<file path="src/rtl/dram_arb_pkg.sv">
// Shared types and constants for the two-requester DRAM read arbiter.
package dram_arb_pkg;

  localparam int unsigned NUM_REQ     = 2;
  localparam int unsigned ADDR_W      = 32;
  localparam int unsigned TIMEOUT_DEF = 1024;

  typedef logic [ADDR_W-1:0] word_t;

  typedef enum logic [1:0] {
    IDLE  = 2'd0,
    ISSUE = 2'd1,
    XFER  = 2'd2,
    DONE  = 2'd3
  } state_t;

endpackage

</file>
<file path="src/rtl/bit_sync.sv">
// Multi-flop synchronizer for a single asynchronous level signal.
module bit_sync #(
  parameter int unsigned STAGES = 2
) (
  input  logic clk,
  input  logic rst_n,
  input  logic d,
  output logic q
);

  logic [STAGES-1:0] sr;

  // Shift the asynchronous input through the flop chain.
  always_ff @(posedge clk or negedge rst_n) begin
    if (!rst_n) begin
      sr <= '0;
    end else begin
      sr[0] <= d;
      for (int unsigned i = 1; i < STAGES; i++) begin
        sr[i] <= sr[i-1];
      end
    end
  end

  assign q = sr[STAGES-1];

endmodule

</file>
<file path="src/rtl/dram_read_arbiter.sv">
// Round-robin arbiter sharing one DRAM reader between two requesters.
module dram_read_arbiter
  import dram_arb_pkg::*;
#(
  parameter int unsigned TIMEOUT     = TIMEOUT_DEF,
  parameter int unsigned SYNC_STAGES = 2
) (
  input  logic        clk,
  input  logic        rst_n,
  input  logic        r0_kick,
  input  logic [31:0] r0_num,
  input  logic [31:0] r0_addr,
  input  logic        r1_kick,
  input  logic [31:0] r1_num,
  input  logic [31:0] r1_addr,
  output logic        r0_busy,
  output logic        r1_busy,
  output logic        r0_we,
  output logic        r1_we,
  output logic        kick,
  output logic [31:0] read_num,
  output logic [31:0] read_addr,
  input  logic        busy,
  input  logic        buf_we,
  output logic        owner,
  output logic        grant_valid,
  output logic        err_timeout,
  output logic        err_count,
  output logic        err_stray
);

  state_t               state, state_nxt;
  logic                 busy_s;
  logic [NUM_REQ-1:0]   req;
  logic                 capture;
  logic                 grant_sel;
  logic                 tmo_hit;
  logic                 rr_last;
  logic                 word_inc;
  word_t                word_cnt, word_cnt_nxt;
  word_t                tmo_cnt;

  bit_sync #(.STAGES(SYNC_STAGES)) u_busy_sync (
    .clk   (clk),
    .rst_n (rst_n),
    .d     (busy),
    .q     (busy_s)
  );

  assign req = {r1_kick, r0_kick};

  // Next-state logic; grant choice favours whoever did not finish last.
  always_comb begin
    state_nxt = state;
    capture   = 1'b0;
    grant_sel = 1'b0;
    tmo_hit   = 1'b0;
    case (state)
      IDLE: begin
        if (|req) begin
          capture   = 1'b1;
          grant_sel = (&req) ? ~rr_last : req[1];
          state_nxt = ISSUE;
        end
      end
      ISSUE: begin
        if (busy_s) begin
          state_nxt = XFER;
        end else if (tmo_cnt == word_t'(TIMEOUT - 1)) begin
          tmo_hit   = 1'b1;
          state_nxt = IDLE;
        end
      end
      XFER: begin
        if (!busy_s) state_nxt = DONE;
      end
      DONE:    state_nxt = IDLE;
      default: state_nxt = IDLE;
    endcase
  end

  // State register.
  always_ff @(posedge clk or negedge rst_n) begin
    if (!rst_n) state <= IDLE;
    else        state <= state_nxt;
  end

  assign grant_valid  = (state != IDLE);
  assign kick         = (state == ISSUE);
  assign r0_busy      = grant_valid && !owner;
  assign r1_busy      = grant_valid &&  owner;
  assign r0_we        = buf_we && grant_valid && !owner;
  assign r1_we        = buf_we && grant_valid &&  owner;
  assign word_inc     = buf_we && grant_valid;
  assign word_cnt_nxt = (word_inc && (word_cnt != '1)) ? word_cnt + 1'b1 : word_cnt;

  // Command capture: only sampled in IDLE, held until the next capture.
  always_ff @(posedge clk or negedge rst_n) begin
    if (!rst_n) begin
      read_addr <= '0;
      read_num  <= '0;
      owner     <= 1'b0;
    end else if (capture) begin
      read_addr <= grant_sel ? r1_addr : r0_addr;
      read_num  <= grant_sel ? r1_num  : r0_num;
      owner     <= grant_sel;
    end
  end

  // Saturating word counter and ISSUE timeout counter, cleared on capture.
  always_ff @(posedge clk or negedge rst_n) begin
    if (!rst_n) begin
      word_cnt <= '0;
      tmo_cnt  <= '0;
    end else if (capture) begin
      word_cnt <= '0;
      tmo_cnt  <= '0;
    end else begin
      word_cnt <= word_cnt_nxt;
      if (state == ISSUE) tmo_cnt <= tmo_cnt + 1'b1;
    end
  end

  // Round-robin pointer moves only on a completed transfer, not a timeout.
  always_ff @(posedge clk or negedge rst_n) begin
    if (!rst_n)              rr_last <= 1'b1;
    else if (state == DONE)  rr_last <= owner;
  end

  // Sticky error flags, cleared only by reset.
  always_ff @(posedge clk or negedge rst_n) begin
    if (!rst_n) begin
      err_timeout <= 1'b0;
      err_count   <= 1'b0;
      err_stray   <= 1'b0;
    end else begin
      if (tmo_hit) err_timeout <= 1'b1;
      if ((state == DONE) && (word_cnt_nxt != read_num)) err_count <= 1'b1;
      if (buf_we && (state == IDLE)) err_stray <= 1'b1;
    end
  end

endmodule

</file>
<file path="config.mk">
export PLATFORM = sky130hd
export DESIGN_NAME = dram_read_arbiter
export DESIGN_NICKNAME = d
export VERILOG_FILES = /design/src/rtl/dram_arb_pkg.sv /design/src/rtl/bit_sync.sv /design/src/rtl/dram_read_arbiter.sv
export SDC_FILE = /design/constraint.sdc
export NUM_CORES = 1
export LEC_CHECK = 0
export BUFFER_PORTS_ARGS = -buffer_cell sky130_fd_sc_hd__buf_2
export CAP_MARGIN = 20
export CORE_ASPECT_RATIO = 0.9
export CORE_UTILIZATION = 57
export CTS_CLUSTER_DIAMETER = 120
export DETAILED_ROUTE_END_ITERATION = 6
export GPL_ROUTABILITY_DRIVEN = 0
export PLACE_DENSITY = 0.92
export SYNTH_ARGS = -nofsm -noshare
export SYNTH_HDL_FRONTEND = slang
export SYNTH_SLANG_ARGS = --single-unit
</file>
<file path="constraint.sdc">
create_clock -name clk -period 5 [get_ports clk]
set_input_delay 0 -clock clk [delete_from_list [all_inputs] [get_ports clk]]
set_output_delay 0 -clock clk [all_outputs]
set_load 0.1 [all_outputs]
</file>
## Yosys cells after proc, flatten, opt, wreduce, memory -nomap -nowiden

Cells that the tools add are included.
W data, S select, Z words.

- Bits in read-only memories: 0
- Register bits: 137
- Memories: 0
- Input port bits: 134
- Output and inout port bits: 74
- Latch bits: 0
- RAM bits: 0

- $add $sub $neg: 2
- Multipliers: 0
- Shifts and indexed selects: 0
- Eq/ne operators: 9
- Reductions and logical operators: 15
- $lt $le $gt $ge: 0
- Div/mod/pow operators: 0
- Bitwise operators: 1
- Muxes and demuxes: 19

Operators with widths:

| kind | number |
|---|---|
| $mux W32 | 6 |
| $add A32 B1 Y32 const B | 2 |
| $eq A32 B10 Y1 const B | 1 |
| $ne A32 B32 Y1 | 1 |
| $ne A32 B32 Y1 const B | 1 |
| $logic_and A1 B1 Y1 | 8 |
| $mux W1 | 8 |
| $mux W2 | 4 |
| $pmux W2 S4 | 1 |
| $eq A2 B2 Y1 const B | 2 |
| $ne A2 B2 Y1 const B | 2 |
| $reduce_bool A2 Y1 | 2 |
| $ne A3 B1 Y1 const B | 1 |
| $reduce_and A3 Y1 | 1 |
| $eq A2 B1 Y1 const B | 1 |
| $logic_not A2 Y1 | 1 |
| $reduce_and A2 Y1 | 1 |
| $reduce_or A2 Y1 | 1 |
| $logic_not A1 Y1 | 1 |
| $not A1 Y1 | 1 |

## Depth between registers and ports, before layout

Gate-level depths: netlist of run 1.

- Depth after elaboration: 6
- Gate-level depth with buffers: 12

## Hierarchy

From an unflattened synthesis of run 1, not the netlist that was laid out.

- Cells, all modules: 795
- Area total of the unflattened synthesis: 7,444.6 um2

Modules (own cells, without submodules):

| module | cells each | area an instance (um2) | instances | seq. area each (um2) |
|---|---|---|---|---|
| dram_read_arbiter | 793 | 7,394.6 | 1 | 3,379.5 |
| bit_sync | 2 | 50.0 | 1 | 50.0 |

## Worst setup path before layout of run 1

No wires, ideal clock.

- Kind: register to register
- Start point: register word_cnt[0]
- End point: register err_count
- Cell stages (with the launch flop): 12
- Library setup time: 0.149 ns
- Slack: 1.690 ns
- Data arrival time: 3.161 ns
- Clock period less this slack: 3.310 ns
- Required time: 4.851 ns
- Cell sequence: dfrtp_1 > ha_1 > nand4_2 > or4_1 > buf_2 > or3_4 > and3_4 > xnor2_2 > o2bb2ai_1 > or4_1 > nor4_2 > a41oi_1

- Word-level cells in the longest chain between the ends: 5
- Elaborated cells between the ends (all ways): 6
- Those cells by class: 1 x add/sub; 2 x eq/ne; 1 x mux; 2 x reduce/logical

Ends and longest elaborated chain:

| what | RTL line | RTL |
|---|---|---|
| start, declared | dram_read_arbiter.sv:40 | `word_t word_cnt, word_cnt_nxt;` |
| start signal, assigned | dram_read_arbiter.sv:119 | `word_cnt <= word_cnt_nxt;` |
| parallel branches: the longest is 2 deep, another holds $add A32 B1 Y32 | n/a |  |
| $mux W32 * | dram_read_arbiter.sv:95 | `assign word_cnt_nxt = (word_inc && (word_cnt != '1)) ? word_cnt + 1'b1 : word_cnt;` |
| $ne A32 B32 Y1 * | dram_read_arbiter.sv:138 | `if ((state == DONE) && (word_cnt_nxt != read_num)) err_count <= 1'b1;` |
| $logic_and A1 B1 Y1 * | dram_read_arbiter.sv:138 |  |
| end signal, assigned | dram_read_arbiter.sv:134 | `err_count <= 1'b0;` |
| end signal, assigned | dram_read_arbiter.sv:138 |  |
| end, declared | dram_read_arbiter.sv:28 | `output logic err_count,` |

Every way passes the cells marked *.
A chain may end at the register's enable or synchronous reset.

## Final worst setup path of run 1

- Start point: register word_cnt[1]
- End point: register err_count

The elaborated chain is that of the path after synthesis.

==> impl_metrics.json, run 1 <==
{
  "power_mw": 6.893,
  "via_per_inst": 6.322,
  "core_um2": 12690,
  "synth_top_area_share": 0.4599,
  "post_cts_buffers": 0,
  "yosysWarnings": 0,
  "dp_hpwl_um": 13700,
  "cts_buffers": 17,
  "grt_max_degree": 86,
  "synth-seq-cells": 137,
  "worstSetupPathType": "reg2reg",
  "cts_max_level": 4,
  "r2r_start": "word_cnt[1]",
  "fin_nets": 1255,
  "finalSetupViolations": 0,
  "grt.total_usage": 0.4145,
  "place.port_buffers": 207,
  "syn_nets": 937,
  "grt_pass1_vias": 8195,
  "dieArea_um2": 13440,
  "antenna_left": 0,
  "finalCritPeriodShare": 0.7583,
  "insertion_delay_ps": 420,
  "die_w_um": 122.1,
  "seqPwrFrac": 0.252,
  "hold_viol": 0,
  "max_freq_mhz": 263.7,
  "synth_area_leaders": "dfrtp_1 46%, mux2i_1 9.9%, o21ai_0 7.0%",
  "powerDensity_nw_per_um2": 662.3,
  "outcome": "complete, no violations",
  "p_leak_nw": 5.059,
  "synthDistinctLibCells": 59,
  "num_rows": 39,
  "yosysSeqAreaShare": 0.4635,
  "fin_util": 0.8204,
  "hold_ws_ps": 14.18,
  "wl_per_cell_um": 20.69,
  "clockPowerShare": 0.180,
  "combPwrFrac": 0.567,
  "grt_setup_unrepaired": "no",
  "drive_gt1_frac": 0.2336,
  "worstReg2RegEnd": "err_count",
  "final_cell_mix": "206 x buf_2, 136 x dfrtp_1, 130 x dlygate4sd3_1",
  "relSlewSlack": 0.3949,
  "clockRootBuffer": "clkbuf_16",
  "netSwitchingPower_mw": 3.886,
  "antenna_found_initial": 3,
  "r2r_slack_ps": 1210,
  "cts_tree": "done",
  "crit_end": "err_count",
  "start_util": 0.5832,
  "gr-total-overflow": 0,
  "final_common_cell": "buf_2",
  "cp-start-kind": "flip-flop",
  "yosysTopAreaCell": "dfrtp_1",
  "cp.arrival_ps": 4070,
  "worstRegToRegCells": 10,
  "fin_crit_ps": 3792,
  "netlist_area_um2": 7400,
  "end_kind": "flip-flop",
  "startpoint": "word_cnt[1]",
  "synth_edf_count": 0,
  "grt_pass1_wl_um": 41890,
  "num_vias": 8193,
  "syn_to_final_growth_pct": 40.67,
  "drt_iter0_markers": 1267,
  "crit_path_max_fanout": 11,
  "hp-class": "in2reg",
  "drc_errors": 0,
  "ir_drop_mv": 0.6077,
  "synthArstFlopShare": 1.000,
  "drv_slew": 0,
  "clk_pin_slew_worst_paths_ps": 60,
  "power_report.internal_total_mw": 3.007,
  "die-height_um": 110.1,
  "ys.flop_type": "dfrtp_1",
  "required_ps": 5270,
  "drt-pass1-iter-count": 6,
  "worst_slew_pin_slew_ps": 907.6,
  "post_cts_resized": 0,
  "cts.hold.buffers_added": 130,
  "clock_sinks": 137,
  "clk_path_buf_depth": 2,
  "drt_wl_total_um": 26820,
  "swShare": 0.5638,
  "tns_ps": 0,
  "boundaryPins": 208,
  "avgSynthCellArea_um2": 9.238,
  "max_cap_viol_count": 0,
  "synthesis.instances": 801,
  "fin_skew_ps": 8.123
}
[layout make-up]
| cell class | instances | area [µm²] |
|---|---|---|
| multi-input cells | 613 | 3779 |
| flip-flops and latches | 137 | 3430 |
| repair buffers | 342 | 2381 |
| fillers | 681 | 2278 |
| clock buffers | 22 | 484.2 |
| well taps | 164 | 205.2 |
| clock inverters | 8 | 95.09 |
| inverters | 8 | 30.03 |
| diodes | 2 | 5.005 |
[layer usage]
metal  global-route usage  vias to the layer above  routed length (µm)  part of all wire
li1                     -                     3478                   -                 -
met1               0.4705                     3779                9290              0.35
met4               0.3084                        0                1939             0.072
met5                    0                        -                   0                 0
met2               0.6602                      709               12760              0.48
met3               0.1337                      227                2827              0.11
[synthesized netlist by cell type (all sizes together), types with 5 or more instances]
master,number
and2,6
buf,14
clkbuf,29
nor4,12
a21oi,8
o211ai,11
and3,18
a31oi,7
mux2i,73
nor3,8
o21ai,105
inv,8
xnor2,37
dfrtp,136
nand2b,7
or2,5
or3,6
nor2,65
o31ai,10
xor2,19
nand3,38
nand4,20
nand2,122
[worst max-delay path, stage by stage (launching register included)]
cell and delay (ps):
dfrtp_1 450, ha_1 320, nand4_2 190, or4_1 680, or3_4 500, and3_4 220, xnor2_2 140, o2bb2ai_1 130
or4_1 570, nor4_2 300, a41oi_1 140
[worst min-delay path by stage]
stage	from	end	slack (ps)	depth (start not counted)
final	r1_num[22]	read_num[22]	10	3
after global routing	r1_num[22]	read_num[22]	90	3
after CTS	r1_num[22]	read_num[22]	10	3
after detailed placement	rst_n	read_num[7]	110	1
after global placement	rst_n	read_num[7]	100	1
after floorplan	rst_n	asynchronous set/reset pin	-300	0
[logic make-up (layout without fill, tap and decap cells)]
group,count (synthesis),count (layout),share of synthesized area
AOI/OAI and AO/OA,162,162,0.1294
xor gates and xnor gates,56,56,0.06831
adders and majority gates,2,2,0.003381
buffers and inverters,51,380,0.02942
DFF,137,137,0.4635
muxes,74,74,0.1003
other,0,2,0
and+or+nand+nor,319,319,0.2058
[state kept, by name, summed over array words and instances (netlist names), 2 cells and up, named ones only]
signal          flops
word_cnt           32
read_addr          32
u_busy_sync.sr      2
tmo_cnt            32
read_num           32
[through the flow]
step | area [µm²] | instances | setup slack [ps]
detailed placement | 8523 | 1134 | 1364
floorplan | 7400 | 801 | 1690
global route | 10410 | 1295 | 1169
finish | 10410 | 1296 | 1208
CTS | 10400 | 1294 | 1344
global placement | 8523 | 1134 | 1493
[power groups by stage]
stage | registers, mW | logic, mW | clock network, mW
after global placement | 1.70 | 3.50 | 0
after CTS | 1.69 | 3.77 | 1.24
after floorplan | 3.47 | 1.11 | 0
final | 1.74 | 3.91 | 1.24
after detailed placement | 1.70 | 3.57 | 0
after global routing | 1.76 | 4.08 | 1.29
Note: power is estimated with default switching activity, not from simulation.
==> run 2: changes to the inputs <==
ABC_AREA = 1   (was default)
CORE_UTILIZATION = 54   (was 57)
PLACE_DENSITY = 0.87   (was 0.92)
clock period = 3.7 ns   (was 5 ns; I/O delays follow)
==> run 2 against run 1 <==
Net effect: first-iteration DRC count fell by 9.0%; worst setup slack worse by 590 ps; synthesized cell count increased by 42%; maximum frequency grew 23%; critical path depth decreased by 3; power rose by 46%; global-route usage decreased by 1.2 points; die area is 13% higher; count of clock-buffer cells in the layout fell by 2; clock skew increased by 3.5 ps; flip-flop and latch count unchanged.
==> impl_metrics.json, run 2 <==
{
  "outcome": "complete, no violations",
  "num_rows": 41,
  "r2r_slack_ps": 620,
  "drt_iter0_markers": 1153,
  "die_w_um": 129.9,
  "fin_crit_ps": 3077,
  "fin_skew_ps": 11.61,
  "synth-seq-cells": 137,
  "finalNonFillerCells": 1666,
  "die-height_um": 117.1,
  "cts_buffers": 17,
  "hold_viol": 0,
  "via_per_inst": 5.884,
  "netlist_area_um2": 7946,
  "ir_drop_mv": 1.492,
  "wl_met3_um": 3357,
  "yosysSeqAreaShare": 0.4316,
  "final_cell_mix": "289 x nand2_1, 206 x buf_2, 160 x nor2_1",
  "cp-start-kind": "flip-flop",
  "finalCritPeriodShare": 0.8317,
  "clockRootBuffer": "clkbuf_16",
  "max_cap_viol_count": 0,
  "finalSetupViolations": 0,
  "fin_nets": 1596,
  "place.port_buffers": 207,
  "synthesis.instances": 1135,
  "dieArea_um2": 15210,
  "post_cts_resized": 0,
  "antenna_left": 0,
  "wl_met2_um": 13920,
  "place_inst": 1503,
  "synth_area_leaders": "dfrtp_1 43%, nand2_1 14%, nor2_1 7.6%",
  "grt_pass1_wl_um": 46260,
  "worst_slew_pin_slew_ps": 968.0,
  "cp_slowest_cell": "inv_2",
  "synthArstFlopShare": 1.000,
  "gr-total-overflow": 0,
  "drc_errors": 0,
  "yosysTopAreaCell": "dfrtp_1",
  "end_kind": "flip-flop",
  "syn_nets": 1271,
  "drt-pass1-iter-count": 7,
  "grt_max_degree": 74,
  "grt_pass1_vias": 9285,
  "num_antenna_cells": 0,
  "core_um2": 14210,
  "synth_edf_count": 0,
  "grt.total_usage": 0.4020,
  "start_util": 0.5592,
  "yosysWarnings": 0,
  "crit_path_max_fanout": 54,
  "hp-class": "in2async",
  "p_leak_nw": 5.188,
  "drt-met1-wl_um": 10910,
  "clk_pin_slew_worst_paths_ps": 70,
  "powerDensity_nw_per_um2": 915.6,
  "cts_tree": "done",
  "clk_path_buf_depth": 2,
  "num_vias": 9802,
  "synth_top_area_share": 0.4283,
  "top_layer": "met4",
  "ys.flop_type": "dfrtp_1",
  "cp.arrival_ps": 3450,
  "drt_wl_total_um": 29750,
  "avgSynthCellArea_um2": 7.001,
  "boundaryPins": 208,
  "final_common_cell": "nand2_1",
  "yosys.cell_count.top_type": "nand2_1",
  "relSlewSlack": 0.3537,
  "cts.hold.buffers_added": 131,
  "synthTopCellsByCount": "289 x nand2_1, 160 x nor2_1, 136 x dfrtp_1",
  "worstSetupPathType": "reg2reg",
  "crit_chain": "nor2_2, nand3_2, inv_2, buf_4, nand2_1, a21oi_1, dlygate4sd3_1",
  "dp_hpwl_um": 16870,
  "post_cts_buffers": 0,
  "antenna_found_initial": 0,
  "insertion_delay_ps": 430,
  "slowest_delay_ps": 740,
  "clock_sinks": 137,
  "drv_slew": 0,
  "drive_gt1_frac": 0.1942,
  "required_ps": 4070,
  "max_freq_mhz": 324.9,
  "fillers": 923,
  "grt_setup_unrepaired": "no",
  "wl_per_cell_um": 17.86,
  "syn_to_final_growth_pct": 38.62,
  "synthDistinctLibCells": 40,
  "tns_ps": 0,
  "cts_max_level": 4
}
==> run 2: changes by cell type in the layout (fill, tap and decap cells not counted), moves of 36 or more <==
cell,previous run,this run
nand2_1,122,289
inv_1,8,125
nor2_1,64,160
a21oi_1,8,89
nand3_1,36,110
mux2i_1,73,3
o21ai_0,103,57
o22ai_1,0,36
==> run 2: path summary, 6_finish.rpt <==
path                                   start  cells past startpoint           endpoint
setup / recovery                   flip-flop                      7       read_addr[3]
hold / removal                         rst_n                      2       read_num[22]
setup reg to reg                   flip-flop                      7       read_addr[3]
hold reg to reg            u_busy_sync.sr[0]                      0  u_busy_sync.sr[1]
max in group asynchronous              rst_n                      3        word_cnt[9]
min in group clk                     r1_kick                      4       word_cnt[22]
==> run 2: cell families (layout without fill, tap and decap cells) <==
| kind of cell | Yosys count | after routing | share of synthesized area |
|---|---|---|---|
| AOI/OAI and AO/OA | 192 | 192 | 0.1299 |
| DFF | 137 | 137 | 0.4316 |
| buffers and inverters | 168 | 506 | 0.08487 |
| muxes | 3 | 3 | 0.003779 |
| and+or+nand+nor | 631 | 631 | 0.3445 |
| xor gates and xnor gates | 2 | 2 | 0.002205 |
| adders and majority gates | 2 | 2 | 0.003149 |
==> run 2: per-stage QoR <==
stage / total power, mW / instance area, µm² / util / worst slack, ps / hold WS (ps)
detailed placement: 7.426 / 9131 / 0.6426 / 1061 / 52.42
global route: 10.45 / 11020 / 0.7752 / 490.2 / 209.4
floorplan: 6.370 / 7946 / - / 999.7 / -295.6
CTS: 9.815 / 11020 / 0.7752 / 821.6 / 175.6
global placement: 7.374 / 9131 / 0.6426 / 1187 / 43.61
finish: 10.09 / 11020 / 0.7752 / 622.5 / 141.0
==> run 2: routing by layer <==
layer | GRT usage | up-vias
li1 | - | 4354
met1 | 0.4786 | 4524
met2 | 0.6474 | 756
met3 | 0.1223 | 168
met4 | 0.2419 | 0
met5 | 0 | -
==> run 2: critical path, delay by kind of cell, from the launching register on <==
kind            cells  cell delay (ps)
flops               1              430
simple gates        3              720
buf+inv             3             1650
compound gates      1              180
==> run 2: power breakdown <==
group / internal [mW] / switching [mW] / total [mW]
Combinational: 1.52 / 4.59 / 6.12
Sequential: 1.92 / 0.381 / 2.30
Clock: 0.967 / 0.705 / 1.67
Total: 4.41 / 5.68 / 10.1
==> run 2: cell type report <==
class                           instances  area (µm²)  share of cell area
Tap cell                              193       241.5             0.02192
Timing Repair Buffer                  347        2434              0.2209
Clock buffer                           20       456.7             0.04146
Inverter                              127       479.2             0.04350
Sequential cell                       137        3430              0.3113
Clock inverter                         12       116.4             0.01056
Multi-Input combinational cell        830        3859              0.3503
